===== config.mk =====
export PLATFORM = sky130hd
export DESIGN_NAME = alarme_controle
export DESIGN_NICKNAME = d
export VERILOG_FILES = /design/src/rtl/alarme_controle.sv
export SDC_FILE = /design/constraint.sdc
export NUM_CORES = 1
export LEC_CHECK = 0
export CORE_UTILIZATION = 27
export CTS_BUF_LIST = sky130_fd_sc_hd__clkbuf_8
export DETAILED_ROUTE_END_ITERATION = 8
export HOLD_SLACK_MARGIN = 0.08
export SLEW_MARGIN = 20
export SYNTH_ARGS = -nofsm -noshare
export SYNTH_HDL_FRONTEND = slang
export SYNTH_SLANG_ARGS = --single-unit

===== constraint.sdc =====
create_clock -name clk -period 5 [get_ports clk]
set_clock_uncertainty 0.2 [all_clocks]
set_input_delay 1 -clock clk [delete_from_list [all_inputs] [get_ports clk]]
set_output_delay 1 -clock clk [all_outputs]
set_load 0.005 [all_outputs]

===== src/rtl/alarme_controle.sv =====
// alarme_controle: sequential arm/disarm controller downstream of the
// combinational alarme detector. Adds an entry-delay countdown, a timed siren
// with re-trigger while the alarm condition persists, and a saturating count
// of siren triggers.
//
// Ports:
//   clk       in   rising-edge system clock
//   rst       in   asynchronous reset, active-high
//   arm       in   arm request (level)
//   disarm    in   disarm request (level), overrides everything but rst
//   A         in   alarm condition from alarme, synchronous to clk
//   siren     out  siren drive (state == DISPARO)
//   armed     out  high in every state except DESARMADO
//   pending   out  high during the entry delay (ESPERA)
//   arm_fail  out  registered one-cycle pulse when an arm request is refused
//   state     out  current state encoding
//   eventos   out  siren trigger count, saturating at 15
module alarme_controle #(
   parameter int unsigned ENTRY_DELAY = 4,
   parameter int unsigned SIREN_TIME  = 6,
   parameter int unsigned CNT_W       = 8
) (
   input  logic       clk,
   input  logic       rst,
   input  logic       arm,
   input  logic       disarm,
   input  logic       A,
   output logic       siren,
   output logic       armed,
   output logic       pending,
   output logic       arm_fail,
   output logic [1:0] state,
   output logic [3:0] eventos
);

   localparam int unsigned EVT_W = 4;

   typedef enum logic [1:0] {
      DESARMADO = 2'd0,
      ARMADO    = 2'd1,
      ESPERA    = 2'd2,
      DISPARO   = 2'd3
   } state_t;

   localparam logic [CNT_W-1:0] DELAY_LOAD = CNT_W'(ENTRY_DELAY - 1);
   localparam logic [CNT_W-1:0] SIREN_LOAD = CNT_W'(SIREN_TIME - 1);
   localparam logic [EVT_W-1:0] EVT_MAX    = '1;

   state_t           state_q, state_d;
   logic [CNT_W-1:0] cnt_q, cnt_d;
   logic [EVT_W-1:0] evt_q, evt_d;
   logic             arm_fail_q, arm_fail_d;

   // State, shared down-counter, event counter and refusal pulse registers
   always_ff @(posedge clk or posedge rst) begin
      if (rst) begin
         state_q    <= DESARMADO;
         cnt_q      <= '0;
         evt_q      <= '0;
         arm_fail_q <= 1'b0;
      end else begin
         state_q    <= state_d;
         cnt_q      <= cnt_d;
         evt_q      <= evt_d;
         arm_fail_q <= arm_fail_d;
      end
   end

   // Next-state logic; disarm has priority over every other request
   always_comb begin
      state_d    = state_q;
      cnt_d      = cnt_q;
      evt_d      = evt_q;
      arm_fail_d = 1'b0;

      if (disarm) begin
         state_d = DESARMADO;
         cnt_d   = '0;
      end else begin
         case (state_q)
            DESARMADO: begin
               // Arming is refused while the alarm condition is present
               if (arm) begin
                  if (A) arm_fail_d = 1'b1;
                  else   state_d    = ARMADO;
               end
            end
            ARMADO: begin
               if (A) begin
                  state_d = ESPERA;
                  cnt_d   = DELAY_LOAD;
               end
            end
            ESPERA: begin
               // A dropping does not cancel the delay; only disarm does
               if (cnt_q != '0) begin
                  cnt_d = cnt_q - CNT_W'(1);
               end else begin
                  state_d = DISPARO;
                  cnt_d   = SIREN_LOAD;
                  if (evt_q != EVT_MAX) evt_d = evt_q + EVT_W'(1);
               end
            end
            DISPARO: begin
               // A still high at end of burst re-arms the siren without a new event
               if (cnt_q != '0)  cnt_d   = cnt_q - CNT_W'(1);
               else if (A)       cnt_d   = SIREN_LOAD;
               else              state_d = ARMADO;
            end
            default: begin
               state_d = DESARMADO;
               cnt_d   = '0;
            end
         endcase
      end
   end

   // Moore outputs decoded from the state register
   assign siren    = (state_q == DISPARO);
   assign armed    = (state_q != DESARMADO);
   assign pending  = (state_q == ESPERA);
   assign arm_fail = arm_fail_q;
   assign state    = state_q;
   assign eventos  = evt_q;

endmodule


==> results of run 1 <==
metrics by stage:
stage	total power, mW	hold WS, ns	std cells
5_1_grt	0.643	0.316	162
4_1_cts	0.597	0.295	162
2_1_floorplan	0.405	0.284	102
6_report	0.589	0.287	162
3_3_place_gp	0.479	0.283	158
3_5_place_dp	0.493	0.287	158
where the power goes:
part	leakage [nW]	switching (mW)	internal, mW
Sequential	0.202	0.0293	0.151
Clock	0.0255	0.0413	0.0551
Combinational	0.277	0.168	0.144
per-layer routing:
layer / share of wire / up-vias
li1: - / 408
met1: 0.46 / 399
met2: 0.50 / 11
met5: 0 / -
met4: 0.0092 / 0
met3: 0.027 / 2
sequential cells by signal (all words and copies together) (netlist names):
signal and cells:
state 2, arm_fail 1, cnt_q 8, eventos 4
placed cells by master, fill, tap and decap left out, types with 2 or more instances in the layout:
| master | instances |
|---|---|
| o31ai_1 | 5 |
| ha_1 | 6 |
| clkdlybuf4s50_1 | 14 |
| a211oi_1 | 5 |
| inv_1 | 10 |
| or3_1 | 5 |
| nor4_1 | 2 |
| nand3_1 | 4 |
| nand2_1 | 2 |
| or4b_2 | 2 |
| dfrtp_1 | 15 |
| or4_1 | 4 |
| nor3_1 | 2 |
| xor2_1 | 2 |
| clkbuf_8 | 3 |
| nor2_1 | 4 |
| a21oi_1 | 6 |
| nand2b_1 | 3 |
| o21ai_0 | 6 |
| or4_2 | 2 |
path summary, 6_finish.rpt:
check                      startpoint         end  slack (ns)  cells after the start
hold reg to reg            eventos[3]  eventos[3]        0.29                      1
max in group asynchronous         rst    state[0]        3.31                      2
hold / removal             eventos[3]  eventos[3]        0.29                      1
setup reg to reg             state[0]    cnt_q[6]        2.49                      6
setup / recovery               disarm    cnt_q[3]        1.93                      4
min in group asynchronous         rst    cnt_q[6]        0.91                      2
kinds of logic (layout without fill, tap and decap cells):
group | count (synthesis) | in the layout | synth area share
and+or+nand+nor | 37 | 37 | 0.255
muxes | 2 | 2 | 0.0220
DFF | 15 | 15 | 0.389
xor gates and xnor gates | 3 | 3 | 0.0272
AOI/OAI and AO/OA | 25 | 25 | 0.166
buffers and inverters | 14 | 28 | 0.0635
adders and majority gates | 6 | 6 | 0.0777
final cells by class:
| type | instances | area [µm²] |
|---|---|---|
| clock buffer | 3 | 41.3 |
| tap | 46 | 57.6 |
| inverter | 10 | 37.5 |
| clock inverter | 1 | 5.00 |
| multi-input combinational | 73 | 529 |
| fill | 332 | 2200 |
| timing repair buffer | 14 | 140 |
| sequential | 15 | 375 |
==> results.ini, run 1 <==
[outcome]
outcome=complete, no violations

[timing]
fin_crit_ns=3.07
rsz0062_at_grt=false
setup_slack_ns=1.93
finalSetupViolCount=0
setup-tns-final_ns=0
max_clock_freq_ghz=0.325
slew_violations=0
maxSlewHeadroom=0.447
min_period_over_period=0.615
worst_pin_slew_ns=0.829
hold_viol=0

[critical_path]
crit_path_end_kind=flop
arrival_ns=3.03
cp_top_family=buffers and inverters
worst_path_largest_cell_delay_ns=0.83
cp.required_ns=4.95
cp_num_buf_inv=1
critPathMaxFanout=14
crit_chain=clkdlybuf4s50_1 > a21oi_1 > or4_2 > a211oi_1
cp-start-kind=primary input
crit_path_top_delay_cell=clkdlybuf4s50_1
crit_type=in -> reg

[routing]
detail-route-antenna-nets=0
drt-total-wl_um=2070
dr.first_iter.drc_count=32
vias_per_cell=5.06
vias=820
firstDrtPassIters=4
drcViolationCount=0
post_drt_wl_per_cell_um=12.8

[global_routing]
busiest_layer=met2
grtUsageTotal=0.118
use_met3=0.0352
overflow=0
grt_pass1_vias=767
grt_pass1_wl_um=3330
antenna_found_initial=0
grt_max_degree=16
use_met1=0.148
gr-usage-met2=0.197

[die]
num_rows=21
die_x_um=61.8
start_util=0.285
core-area_mm2=0.00339
die-area_mm2=0.00382
die_h_um=61.8
top_level_ports=15

[place]
place_worst_setup_slack_ns=1.69
gp_congestion=0.798
port_buffers=14
placed_area_mm2=0.00114
dp_hpwl_um=1550

[cts]
clk_pin_slew_ns=0.06
cts_made_buffers=3
htreeDepth=1
hold_buffers=0
clk_latency_ns=0.24
clock_sinks=15
postCtsResizedCells=0
tritoncts=yes
post_cts_buffers=0
cts.root.buffer_cell=clkbuf_8
cts_buffer_depth=2

[finish]
diodes=0
final_core_util=0.350
areaGrowthSynthToFinish_pct=22.8
drive_gt1_frac=0.103
fin_area_mm2=0.00119
nNetsFinal=128

[logic_synthesis]
synth_area_um2=966
ys_seq_elements=15
synth.most_common_cell=dfrtp_1
synth_ff_type=dfrtp_1
synthesis.instances=102
ys_types=34
synth-edff-count=0
syn-num-nets=113
postSynthAreaPerCell_um2=9.47
synth_top_area_frac=0.389
synthTopCellsByCount=15 x dfrtp_1, 10 x inv_1, 6 x a21oi_1, 6 x ha_1, 6 x o21ai_0
ys_seq_area_frac=0.389
async_flop_share=1.00
synth_warnings=0
synth.area.top_cells=dfrtp_1 39%, ha_1 7.8%, a211oi_1 3.9%
yosys.area.top_type=dfrtp_1

[flow_run]
max_cap_viol_count=0

[power]
leakagePower_nw=0.505
ir_drop_mv=0.133
power_density_mw_per_mm2=497

[hold_path]
hp-class=reg -> reg

No activity file was read; power rests on OpenSTA's default activity.
==> run 2: changes to the inputs <==
==> constraint.sdc (replaced) <==
create_clock -name clk -period 2.8 [get_ports clk]
set_clock_uncertainty 0.2 [all_clocks]
set_input_delay 0.56 -clock clk [delete_from_list [all_inputs] [get_ports clk]]
set_output_delay 0.56 -clock clk [all_outputs]
set_load 0.005 [all_outputs]
==> run 2 against run 1 <==
Compared with the run above:
- critical path depth rose by 3
- hold slack lost 0.0034 ns
- register-to-register slack got worse by 2.2 ns
- cell count is 1.2% higher
- utilization rose by 0.44 points
- power rose by 81%
- via count up 2.7%
- final area increased by 1.3%
- non-clock buffer count rose by 2
- sequential cell count unchanged
- die area did not move
- highest routed layer unchanged
==> results.ini, run 2 (synthesized netlist as in run 1, its figures left out) <==
[timing]
hold_viol=0  ; unchanged
max_clock_freq_ghz=0.392
slew_violations=0  ; unchanged
maxSlewHeadroom=0.486  ; +0.0391
finalSetupViolCount=0  ; unchanged
fin_crit_ns=2.55
setup-tns-final_ns=0  ; unchanged
worst_pin_slew_ns=0.763  ; -0.0657 ns
rsz0062_at_grt=false
min_period_over_period=0.911

[power]
switching_share=0.407  ; +0.00183
pwr-share-seq=0.301  ; -0.006
power_density_mw_per_mm2=889  ; +79%
clockPowerShare=0.170  ; +0.006
ir_drop_mv=0.273  ; +100%
leakagePower_nw=0.515  ; +1.9%
comb_power_share=0.528  ; -0.002
intPower_uw=633  ; +81%
power_switching_uw=435  ; +82%

[finish]
diodes=0  ; unchanged
areaGrowthSynthToFinish_pct=24.4
drive_gt1_frac=0.119  ; +0.0152
final_core_util=0.354  ; +0.00443
fin_cells=164  ; +1.2%
top_register=cnt_q
nNetsFinal=130  ; +1.6%
final_cell_mix=15 x dfrtp_1, 14 x clkdlybuf4s50_1, 10 x inv_1
fill_cells=335  ; +0.90%
largest_reg_flops=8  ; unchanged
layout_commonest_cell=dfrtp_1

[cts]
tritoncts=yes
hold_buffers=0  ; unchanged
postCtsResizedCells=0  ; unchanged
cts_made_buffers=3  ; unchanged
post_cts_buffers=0  ; unchanged
clk_latency_ns=0.25  ; about the same
htreeDepth=1  ; unchanged
clk_pin_slew_ns=0.06  ; about the same
clock_sinks=15  ; unchanged
cts_buffer_depth=2  ; unchanged
cts.root.buffer_cell=clkbuf_8

[die]
die-area_mm2=0.00382  ; unchanged
die_h_um=61.8  ; unchanged
num_rows=21  ; unchanged
die_x_um=61.8  ; unchanged
start_util=0.285  ; unchanged
core-area_mm2=0.00339  ; unchanged
top_level_ports=15  ; unchanged

[critical_path]
arrival_ns=2.51  ; -0.52 ns
critPathMaxFanout=11  ; -3
cp.required_ns=2.76  ; -2.19 ns
cp-start-kind=flop
crit_path_end_kind=flop
crit_type=reg -> reg

[routing]
dr.first_iter.drc_count=51  ; +59%
drcViolationCount=0  ; unchanged
vias_per_cell=5.13  ; +1.4%
vias=842  ; +2.7%
drt-total-wl_um=2150  ; +3.6%
firstDrtPassIters=6  ; +2
post_drt_wl_per_cell_um=13.1  ; +2.4%
detail-route-antenna-nets=0  ; unchanged

[global_routing]
grtUsageTotal=0.126  ; +0.00826
overflow=0  ; unchanged
grt_max_degree=16  ; unchanged
use_met1=0.161  ; +0.0128
grt_pass1_vias=761  ; -0.78%
antenna_found_initial=0  ; unchanged
grt_pass1_wl_um=3430  ; +2.9%
use_met3=0.0393  ; +0.00414
gr-usage-met2=0.192  ; -0.00461
busiest_layer=met2

[flow_run]
max_cap_viol_count=0  ; unchanged

[place]
gp_congestion=0.853  ; +6.8%
dp_hpwl_um=1610  ; +3.7%
port_buffers=14  ; unchanged
post-place-cells=160  ; +1.3%

[outcome]
outcome=complete, no violations

[hold_path]
hp-class=reg -> reg

-- run 2: area by class of cell --
cell class / count / area (µm²) / area share
Clock buffer: 3 / 41.3 / 0.0344
Timing Repair Buffer: 16 / 155 / 0.129
Multi-Input combinational cell: 73 / 529 / 0.441
Inverter: 10 / 37.5 / 0.0313
Tap cell: 46 / 57.6 / 0.0479
Sequential cell: 15 / 375 / 0.313
Clock inverter: 1 / 5.00 / 0.00417
-- run 2: final timing paths --
check,to,cells past startpoint,slack [ns],from
max,cnt_q[5],7,0.25,state[0]
min,eventos[3],1,0.28,eventos[3]
max in group asynchronous,cnt_q[2],2,1.53,rst
max reg2reg,cnt_q[5],7,0.25,state[0]
min in group asynchronous,cnt_q[4],2,0.47,rst
min reg2reg,eventos[3],1,0.28,eventos[3]
-- run 2: worst max-delay path: stages (launching register included) --
cell	delay (ns)
dfrtp_1	0.40
inv_1	0.08
ha_1	0.33
or2_2	0.31
a21oi_1	0.59
buf_4	0.24
o31ai_1	0.08
a211oi_1	0.22
-- run 2: per-layer routing --
| layer | routed length, µm | vias up |
|---|---|---|
| met1 | 1030 | 410 |
| met2 | 1050 | 12 |
| li1 | - | 416 |
| met3 | 49 | 4 |
| met5 | 0 | - |
| met4 | 24 | 0 |
-- run 2: per-stage QoR --
stage               setup slack [ns]  total power [mW]  hold WS [ns]  instance area, µm²
floorplan                      0.509             0.724         0.261                 966
global placement               0.231             0.865         0.281                1150
detailed placement             0.162             0.886         0.284                1150
CTS                            0.270              1.07         0.293                1200
global route                  0.0348              1.17         0.316                1200
finish                         0.249              1.07         0.284                1200
-- run 2: power groups by stage --
stage                     Sequential, mW  Combinational (mW)  Clock [mW]
after CTS                          0.321               0.563       0.191
after floorplan                    0.316               0.408           0
final                              0.322               0.564       0.182
after global placement             0.322               0.543           0
after detailed placement           0.326               0.560           0
after global routing               0.334               0.636       0.201
==> run 3: changes to the inputs <==
--- a/config.mk
+++ b/config.mk
@@ -5,7 +5,7 @@
 export SDC_FILE = /design/constraint.sdc
 export NUM_CORES = 1
 export LEC_CHECK = 0
-export CORE_UTILIZATION = 27
+export CORE_UTILIZATION = 35
 export CTS_BUF_LIST = sky130_fd_sc_hd__clkbuf_8
 export DETAILED_ROUTE_END_ITERATION = 8
 export HOLD_SLACK_MARGIN = 0.08
==> run 3 against run 2 <==
Compared with the run above:
- register-to-register slack improved by 0.02 ns
- setup slack improved by 0.015 ns
- die area fell by 22%
- first-iteration DRC count fell by 67%
- critical path depth fell by 1
- hold slack improved by 0.016 ns
- cell count fell by 9.1%
- utilization rose by 11 points
- sequential cell count did not move
- critical endpoint is now cnt_q[6]
- highest routed layer unchanged
==> results.ini, run 3 (synthesized netlist as in run 1, its figures left out) <==
[finish]
final_core_util=0.467  ; +0.112
final_cell_mix=15 x dfrtp_1, 14 x clkdlybuf4s50_1, 11 x inv_1
diodes=0  ; unchanged
areaGrowthSynthToFinish_pct=22.9
drive_gt1_frac=0.118  ; -0.000997
fin_cells=149  ; -9.1%
nNetsFinal=131  ; +0.77%
top_register=cnt_q
layout_commonest_cell=dfrtp_1
largest_reg_flops=8  ; unchanged
fin_area_mm2=0.00119  ; -1.1%

[power]
power_density_mw_per_mm2=888  ; -0.15%
total_power_mw=1.05  ; -1.3%
ir_drop_mv=0.354  ; +30%
leakagePower_nw=0.521  ; +1.2%

[timing]
min_period_over_period=0.906  ; -0.00551
worst_pin_slew_ns=0.692  ; -0.0712 ns
rsz0062_at_grt=false
hold_viol=0  ; unchanged
fin_crit_ns=2.54  ; -0.0154 ns
setup-tns-final_ns=0  ; unchanged
max_clock_freq_ghz=0.394  ; +0.61%
hold_slack_ns=0.300  ; +0.0161 ns
slew_violations=0  ; unchanged
finalSetupViolCount=0  ; unchanged
setup_slack_ns=0.264  ; +0.0154 ns
maxSlewHeadroom=0.539  ; +0.0522

[cts]
cts.root.buffer_cell=clkbuf_8
hold_buffers=0  ; unchanged
cts_buffer_depth=2  ; unchanged
postCtsResizedCells=0  ; unchanged
clk_latency_ns=0.25  ; about the same
clock_sinks=15  ; unchanged
tritoncts=yes
post_cts_buffers=0  ; unchanged
clk_pin_slew_ns=0.06  ; about the same
htreeDepth=1  ; unchanged
cts_made_buffers=3  ; unchanged

[global_routing]
grt_max_degree=16  ; unchanged
antenna_found_initial=0  ; unchanged
overflow=0  ; unchanged
grt_pass1_vias=750  ; -1.4%
grt_pass1_wl_um=3290  ; -4.0%
grtUsageTotal=0.162  ; +0.0358

[place]
port_buffers=14  ; unchanged
post-place-cells=145  ; -9.4%
place_worst_setup_slack_ns=0.193  ; +0.0311 ns
gp_congestion=0.746  ; -12%
placed_area_mm2=0.00114  ; -1.1%
dp_hpwl_um=1550  ; -3.5%

[routing]
detail-route-antenna-nets=0  ; unchanged
vias=835  ; -0.83%
dr.first_iter.drc_count=17  ; -67%
vias_per_cell=5.60  ; +9.2%
post_drt_wl_per_cell_um=13.6  ; +3.8%
drt-total-wl_um=2030  ; -5.7%
firstDrtPassIters=4  ; -2
drcViolationCount=0  ; unchanged

[critical_path]
cp.required_ns=2.74  ; -0.02 ns
crit_path_end_kind=flop
crit_chain=inv_1 > ha_1 > or3b_1 > or3_1 > or4_1 > a211oi_1
crit_type=reg -> reg
crit_path_top_delay_cell=or3b_1
worst_path_largest_cell_delay_ns=0.49  ; -0.10 ns
reg2reg_to=cnt_q[6]
crit_path_end=cnt_q[6]
worstReg2RegStart=cnt_q[0]
critPathMaxFanout=7  ; -4
worstRegToRegCells=6  ; -1
arrival_ns=2.48  ; -0.03 ns
reg2reg_slack_ns=0.26  ; +0.02 ns
cp-startpoint=cnt_q[0]
cp-start-kind=flop

[die]
start_util=0.380  ; +0.0946
num_rows=18  ; -14%
die_h_um=54.5  ; -12%
top_level_ports=15  ; unchanged
die-area_mm2=0.00297  ; -22%
die_x_um=54.5  ; -12%
core-area_mm2=0.00254  ; -25%

[flow_run]
max_cap_viol_count=0  ; unchanged

[outcome]
outcome=complete, no violations

[hold_path]
hp-class=reg -> reg

-- run 3: changes by cell type in the layout (fill, tap and decap cells not counted) --
| cell | change |
|---|---|
| buf_4 | +1 |
| clkinv_2 | -1 |
| inv_1 | +1 |
-- run 3: worst min-delay path by stage --
stage,startpoint,endpoint,slack (ns),cells after the start
floorplan,rst,arm_fail,0.26,1
global placement,eventos[3],eventos[3],0.29,1
detailed placement,eventos[3],eventos[3],0.29,1
CTS,eventos[3],eventos[3],0.30,1
global route,eventos[3],eventos[3],0.32,1
finish,eventos[3],eventos[3],0.30,1
-- run 3: routing by layer --
| layer | part of all wire | vias up | global-route usage |
|---|---|---|---|
| met5 | 0 | - | 0 |
| met4 | 0.020 | 0 | 0.0897 |
| met3 | 0.031 | 5 | 0.0333 |
| met2 | 0.47 | 18 | 0.256 |
| met1 | 0.48 | 398 | 0.204 |
| li1 | - | 414 | - |
-- run 3: layout make-up --
type / instances / area (µm²)
Clock buffer: 3 / 41.3
Clock inverter: 1 / 3.75
Fill cell: 249 / 1360
Inverter: 10 / 37.5
Multi-Input combinational cell: 73 / 529
Sequential cell: 15 / 375
Tap cell: 30 / 37.5
Timing Repair Buffer: 17 / 163
-- run 3: critical path: cells and delay by family (launching register included) --
kind                     cells  cell delay [ns]
buffers and inverters        1             0.09
AND/OR/NAND/NOR              3             1.27
AO/OA/AOI/OAI                1             0.30
flip-flops                   1             0.37
adder cells (fa/ha/maj)      1             0.20
-- run 3: power breakdown --
part | total [mW] | switching, mW | internal, mW
Sequential | 0.324 | 0.0534 | 0.270
Clock | 0.175 | 0.0783 | 0.0972
Combinational | 0.556 | 0.291 | 0.265
